File: src/rtl/param_updown_counter.sv
// Parametrised up/down counter: programmable terminal value, wrap/saturate, load/clear,
// terminal-count pulse and sticky overflow. Optional prescaler via PARAM_COUNTER_PRESCALE_EN.
module param_updown_counter #(
    parameter int WIDTH      = 8,
    parameter int MAX_COUNT  = 2**WIDTH-1,
    parameter int PRESCALE_W = 4
) (
    input  logic                  clk,
    input  logic                  rst_n,
    input  logic                  en,
    input  logic                  dir,
    input  logic                  sat,
    input  logic                  clr,
    input  logic                  load,
    input  logic [WIDTH-1:0]      load_val,
    input  logic [PRESCALE_W-1:0] prescale,
    output logic [WIDTH-1:0]      count,
    output logic                  tc,
    output logic                  ovf,
    output logic                  at_max,
    output logic                  at_zero
);

    localparam logic [WIDTH-1:0] MAX_C = WIDTH'(MAX_COUNT);

    logic [WIDTH-1:0] count_reg;
    logic [WIDTH-1:0] step_next;
    logic [WIDTH-1:0] load_next;
    logic             tc_reg;
    logic             ovf_reg;
    logic             boundary;
    logic             tick;

`ifdef PARAM_COUNTER_PRESCALE_EN
    logic [PRESCALE_W-1:0] psc_reg;

    assign tick = (psc_reg == prescale);

    always_ff @(posedge clk) begin
        if (rst_n || clr || load) begin
            psc_reg <= '0;
        end else if (en) begin
            psc_reg <= tick ? '0 : psc_reg + 1'b1;
        end
    end
`else
    logic unused_prescale;

    assign unused_prescale = ^prescale;
    assign tick            = 1'b1;
`endif

    // Boundary is detected before any arithmetic so count+1 / count-1 never leave [0, MAX_C].
    always_comb begin
        boundary  = dir ? (count_reg == MAX_C) : (count_reg == '0);
        step_next = count_reg;
        if (dir) begin
            if (boundary) step_next = sat ? MAX_C : '0;
            else          step_next = count_reg + 1'b1;
        end else begin
            if (boundary) step_next = sat ? '0 : MAX_C;
            else          step_next = count_reg - 1'b1;
        end
        load_next = (load_val > MAX_C) ? MAX_C : load_val;
    end

    always_ff @(posedge clk) begin
        if (rst_n) begin
            count_reg <= '0;
            tc_reg    <= 1'b0;
            ovf_reg   <= 1'b0;
        end else if (clr) begin
            count_reg <= '0;
            tc_reg    <= 1'b0;
            ovf_reg   <= 1'b0;
        end else if (load) begin
            count_reg <= load_next;
            tc_reg    <= 1'b0;
        end else if (en && tick) begin
            count_reg <= step_next;
            tc_reg    <= boundary;
            if (boundary) ovf_reg <= 1'b1;
        end else begin
            tc_reg    <= 1'b0;
        end
    end

    assign count   = count_reg;
    assign tc      = tc_reg;
    assign ovf     = ovf_reg;
    assign at_max  = (count_reg == MAX_C);
    assign at_zero = (count_reg == '0);

endmodule

File: config.mk
export PLATFORM = sky130hd
export DESIGN_NAME = param_updown_counter
export DESIGN_NICKNAME = d
export VERILOG_FILES = /design/src/rtl/param_updown_counter.sv
export SDC_FILE = /design/constraint.sdc
export NUM_CORES = 1
export LEC_CHECK = 0
export CAP_MARGIN = 30
export CORE_ASPECT_RATIO = 1.4
export CORE_UTILIZATION = 30
export DETAILED_ROUTE_END_ITERATION = 10
export PLACE_DENSITY_LB_ADDON = 0.25
export SYNTH_ARGS = -nofsm -noshare
export SYNTH_HDL_FRONTEND = slang
export SYNTH_SLANG_ARGS = --single-unit
File: constraint.sdc
create_clock -name clk -period 3.3 [get_ports clk]
set_input_delay 0.495 -clock clk [delete_from_list [all_inputs] [get_ports clk]]
set_output_delay 0.495 -clock clk [all_outputs]
set_load 0.02 [all_outputs]
Word level (Yosys, flattened, before mapping):

Index checks and enable logic that the tools add are counted.
Widths: inputs -> output; s select.

* output and inout port bits: 12
* logic and storage cells: 23
* flip-flop bits (word level): 10
* input port bits: 19

* reduce and logical (&&, ||, !) cells: 5
* order comparisons: 1
* bitwise gates (word level): 2
* mux-type cells: 9
* add/subtract/negate cells: 2
* equality and inequality tests: 1

Operators by type and width (count)
* $mux 8: 8
* $add 8x1->8 const B: 1
* $eq 8x8->1 const B: 1
* $gt 8x8->1 const B: 1
* $logic_not 8->1: 1
* $sub 8x1->8 const B: 1
* $reduce_or 4->1: 1
* $reduce_and 3->1: 1
* $not 1->1: 2
* $reduce_bool 2->1: 1
* $reduce_or 2->1: 1
* $mux 1: 1

Depth between registers and ports, before layout:

Gate-level depths: netlist of run 1.

* depth in word-level cells: 6
* gate-level depth with buffers: 8
* mapped depth without buffers: 7

Worst setup path after synthesis of run 1:

No wires, ideal clock.

* kind: register to output
* start point: reg count_reg[4], in the netlist count[4]
* end point: out at_zero
* cell stages (with the launch flop): 4
* required time: 2805 ps
* arrival: 1844 ps
* buffers on the path: 1
* setup slack: 961 ps
* cells stage by stage: dfxtp_1 > buf_6 > or4_4 > nor4b_1

* longest elaborated chain between the ends: 1

Ends and longest elaborated chain
* start, declared: RTL line 26 `logic [WIDTH-1:0] count_reg;`
* start signal, assigned: RTL line 77 `count_reg <= load_next;`
* start signal, assigned: RTL line 80 `count_reg <= step_next;`
* $logic_not 8->1: RTL line 92 `assign at_zero = (count_reg == '0);`
* end, declared: RTL line 21 `output logic at_zero`

Every way passes these cells.

Worst setup path after layout of run 1:

Same ends and word-level chain as after synthesis.

==> results of run 1 <==
==> synth_stat cells, types with 2 or more instances <==
cell type | n | share of area
o21ai_0 | 10 | 0.049
o22ai_1 | 3 | 0.018
nand3_1 | 5 | 0.024
nand4_1 | 2 | 0.012
nor4_1 | 2 | 0.012
dfxtp_1 | 10 | 0.20
nor2_1 | 7 | 0.026
inv_1 | 5 | 0.018
a21o_1 | 2 | 0.015
o32ai_1 | 2 | 0.017
a31oi_1 | 4 | 0.024
ha_1 | 3 | 0.037
clkbuf_8 | 3 | 0.040
a41oi_1 | 2 | 0.017
nor4b_1 | 2 | 0.017
nand2_1 | 9 | 0.033
and3_1 | 5 | 0.030
xor2_1 | 5 | 0.043
a21oi_1 | 10 | 0.049
o31ai_1 | 2 | 0.015
buf_6 | 4 | 0.044
or2_2 | 2 | 0.012
o31a_1 | 2 | 0.017
nor3_1 | 4 | 0.020
clkbuf_1 | 2 | 0.0073
==> layer usage <==
metal	up-vias	wire length, um	part of all wire
met5	-	0	0
met2	43	1510	0.50
met4	0	70	0.023
li1	542	-	-
met1	535	1260	0.42
met3	7	185	0.061
==> where the power goes <==
| group | total, mW | switching [mW] | internal [mW] | leakage, nW |
|---|---|---|---|---|
| logic | 0.136 | 0.0691 | 0.0671 | 0.373 |
| registers | 0.139 | 0.0128 | 0.126 | 0.0816 |
| clock network | 0.162 | 0.0567 | 0.106 | 0.0288 |
==> worst max-delay path, cell delays in order (launching register included) <==
cell	delay (ns)
dfxtp_1	0.43
or4_4	0.60
nor4b_1	0.29
clkdlybuf4s50_1	0.65
==> path summary, 6_finish.rpt <==
path                                              end                  start  slack [ns]
worst max-delay path                          at_zero  count[4]$_SDFFE_PP0P_        0.59
worst min-delay path                 ovf$_SDFFE_PP0P_       ovf$_SDFFE_PP0P_        0.48
worst max register to register  count[7]$_SDFFE_PP0P_  count[0]$_SDFFE_PP0P_        1.18
worst min register to register       ovf$_SDFFE_PP0P_       ovf$_SDFFE_PP0P_        0.48
==> through the flow <==
stage,worst slack (ns),utilization
detailed placement,0.664,0.386
finish,0.590,0.404
CTS,0.602,0.404
global placement,0.655,0.386
global route,0.499,0.404
floorplan,0.961,-
==> layout by cell type (no fill, tap or decap), drive strengths merged, types with 3 or more instances in the layout <==
cell type and instances:
clkdlybuf4s50 26, o21ai 11, a21oi 10, dfxtp 10
nand2 9, nor2 7, and3 6, nand3 5
inv 5, xor2 5, nor3 4, a31oi 4
clkbuf 4, o22ai 3, ha 3, nor4b 3
or2 3, nor4 3
==> final cells by class <==
type	count	area, um^2
Fill cell	349	1900
Timing Repair Buffer	28	275
Clock buffer	4	55.1
Multi-Input combinational cell	104	687
Inverter	5	18.8
Tap cell	39	48.8
Sequential cell	10	200
==> kinds of logic (layout without fill, tap and decap cells) <==
family	count (synthesis)	after routing	synth area share
multiplexers	2	2	0.0207
AND/OR/NAND/NOR	48	48	0.272
buffers and inverters	17	37	0.135
XOR/XNOR	6	6	0.0512
AO/OA/AOI/OAI	45	45	0.289
adder cells (fa/ha/maj)	3	3	0.0366
flip-flops	10	10	0.195
==> results.cfg, run 1 <==
[sta]
fmax_mhz = 369
period_share = 0.821
grt_setup_unrepaired = no
finClkSkew_ns = 0.00109
worst_slew_pin_slew_ns = 0.550
fin_hold_ws_ns = 0.479
setup_viol = 0
final-hold-violation-count = 0
slew_violations = 0
setup_tns_ns = 0
min_period_ns = 2.71
maxSlewHeadroom = 0.632

[logic_synthesis]
avgSynthCellArea_um2 = 7.83
netlist_instances = 131
synth_ff_type = dfxtp_1
ys_ff_latch = 10
yosys.cell_types.count = 49
synth_nets = 153
synth_area_um2 = 1030
async_reset_ff_frac = 0
ys_warn_count = 0
synth_edf_count = 0
yosysSeqAreaShare = 0.195

[power]
p_leak_nw = 0.484
vdd_drop_max_mv = 0.285
p_per_area_nw_per_um2 = 341
power_mw = 0.438

[global_routing]
grt_util_met3 = 0.0344
busiest_layer = met2
grt_max_degree = 14
antenna_found_initial = 0
grt_pass1_vias = 1109
gr-usage-met2 = 0.302
grt_overflow = 0
grt_use_total = 0.191
grtUsageMet1 = 0.244
grt_pass1_wl_um = 5350

[routing]
first_pass_iters = 4
post-route-drc-count = 0
routed_wl_um = 3020
drt_iter0_markers = 36
wire_per_inst_um = 15.9
detail-route-antenna-nets = 0
avgViaCountPerCell = 5.93
routed-via-count = 1127

[clocking]
cts_hold_buf = 0
clock-sinks = 10
clk_path_buf_depth = 2
cts_tree = built
clk_pin_slew_ns = 0.05
clk_latency_ns = 0.25
post_cts.repair.setup_buffers = 0
cts_buffers = 3
clockRootBuffer = clkbuf_8
cts_resized = 0
htreeDepth = 1

[min_path]
hold_path_depth = 1
hp-class = flop to flop

[finish]
syn_to_final_growth_pct = 25.2
drive_gt1_frac = 0.0993
largest_reg_flops = 8
final_cells = 190
fin_nets = 174
fin_area_um2 = 1280
diodes = 0

[setup_path]
path_class = flop to output pin
cp.required_ns = 2.80
crit_path_end_kind = output pin
ff2ff_path_depth = 7
worstPathMaxFanout = 10
arrival_ns = 2.22
start_kind = flop

[placement]
globalplace.congestion = 0.910
dp_hpwl_um = 2170
placed_area_um2 = 1230
placed_cells = 186
io_buffers = 26

[flow_run]
maxCapViolations = 0

[floorplan]
initial_utilization = 0.322
placementRows = 24
core_um2 = 3180
die_w_um = 51.4
die_area_um2 = 3660
die_h_um = 71.2
ios = 31

[run_status]
outcome = completed
(Power assumes the default switching activity.)
==> inputs of run 2 (changes only) <==
==> constraint.sdc (replaced) <==
create_clock -name clk -period 2.6 [get_ports clk]
set_input_delay 0.39 -clock clk [delete_from_list [all_inputs] [get_ports clk]]
set_output_delay 0.39 -clock clk [all_outputs]
set_load 0.02 [all_outputs]
==> run 2 against run 1 <==
Effect of this change:
- hold slack got worse by 0.0056 ns
- first-iteration DRC count is 14% lower
- design area is 2.4% higher
- power is 20% higher
- die area did not move
- clock power increased by 4%
- sequential share of layout area fell by 0.37 points
- critical path depth stayed put
- via count fell by 0.62%
- largest power group is now combinational logic
==> results.cfg, run 2 (synthesis results as in run 1) <==
[run_status]
outcome = completed

[finish]
fill_cells = 341
layout_common_cells = 26 x clkdlybuf4s50_1, 10 x a21oi_1, 10 x o21ai_0, 10 x dfxtp_1, 9 x nand2_1
syn_to_final_growth_pct = 28.3
fin_nets = 180
largest_reg_flops = 8
drive_gt1_frac = 0.128
diodes = 0
post-route-util = 0.414
layout_commonest_cell = clkdlybuf4s50_1

[setup_path]
start_kind = flop
arrival_ns = 2.03
crit_buf_inv = 1
crit_path_end_kind = output pin
cp.depth = 3
cp.required_ns = 2.21
cpPeakStageDelay_ns = 0.65
worstPathMaxFanout = 3
r2r_slack_ns = 0.46
slowest_stage = clkdlybuf4s50_1
ff2ff_path_depth = 7
path_delay_family = simple AND/OR/NAND/NOR gates
cp_cell_sequence = or4_4, nor4b_1, clkdlybuf4s50_1
path_class = flop to output pin

[sta]
maxSlewHeadroom = 0.742
setup_tns_ns = 0
period_share = 0.931
setup_viol = 0
fin_hold_ws_ns = 0.473
slew_violations = 0
finClkSkew_ns = 0.000586
grt_setup_unrepaired = no
min_period_ns = 2.42
final-hold-violation-count = 0
fmax_mhz = 413
worst_slew_pin_slew_ns = 0.386

[floorplan]
die_w_um = 51.4
die_area_um2 = 3660
initial_utilization = 0.322
core_um2 = 3180
ios = 31
die_h_um = 71.2
placementRows = 24

[routing]
routed_wl_um = 3030
wire_per_inst_um = 15.5
routed-via-count = 1120
first_pass_iters = 4
post-route-drc-count = 0
avgViaCountPerCell = 5.74
detail-route-antenna-nets = 0
drt_iter0_markers = 31

[global_routing]
grt_pass1_wl_um = 4980
grt_max_degree = 14
grt_pass1_vias = 1072
grt_overflow = 0
grt_use_total = 0.182
antenna_found_initial = 0

[placement]
dp_hpwl_um = 2330
globalplace.congestion = 0.939
io_buffers = 26

[clocking]
cts_tree = built
cts_resized = 0
post_cts.repair.setup_buffers = 0
clk_pin_slew_ns = 0.05
clockRootBuffer = clkbuf_8
htreeDepth = 1
cts_hold_buf = 0
clk_path_buf_depth = 2
clock-sinks = 10
clk_latency_ns = 0.24
cts_buffers = 3

[power]
p_leak_nw = 0.508
p_per_area_nw_per_um2 = 399
vdd_drop_max_mv = 0.280
power_mw = 0.526

[flow_run]
maxCapViolations = 0

[min_path]
hp-class = flop to flop
hold_path_depth = 1
[run 2: cell types whose count changed in the layout (fill, tap and decap cells not counted), sizes merged]
cell and delta:
buf +6, clkbuf -1
[run 2: worst paths after layout]
path | startpoint | endpoint
max | count[5]$_SDFFE_PP0P_ | at_zero
min | ovf$_SDFFE_PP0P_ | ovf$_SDFFE_PP0P_
max reg2reg | count[0]$_SDFFE_PP0P_ | count[7]$_SDFFE_PP0P_
min reg2reg | ovf$_SDFFE_PP0P_ | ovf$_SDFFE_PP0P_
[run 2: power by group]
part	internal [mW]	switching [mW]	total (mW)	leakage, nW
logic	0.0910	0.0964	0.187	0.404
clock network	0.102	0.0669	0.169	0.0216
registers	0.161	0.00891	0.169	0.0816
total	0.353	0.172	0.526	0.508
[run 2: area by class of cell]
type | count | area [um^2] | share of cell area
Timing Repair Buffer | 34 | 320 | 0.243
Multi-Input combinational cell | 104 | 687 | 0.522
Sequential cell | 10 | 200 | 0.152
Tap cell | 39 | 48.8 | 0.0371
Inverter | 5 | 18.8 | 0.0143
Clock buffer | 3 | 41.3 | 0.0314
[run 2: per-layer routing]
metal	global-route usage	wire length [um]
met4	0.117	123
met2	0.293	1470
met5	0	0
met3	0.0280	180
met1	0.219	1260
[run 2: metrics by stage]
stage,instance area (um^2),cells,setup slack [ns]
after floorplan,1030,131,0.366
after global placement,1270,192,0.229
after detailed placement,1270,192,0.228
after CTS,1320,195,0.166
after global routing,1320,195,0.0950
final,1320,195,0.179
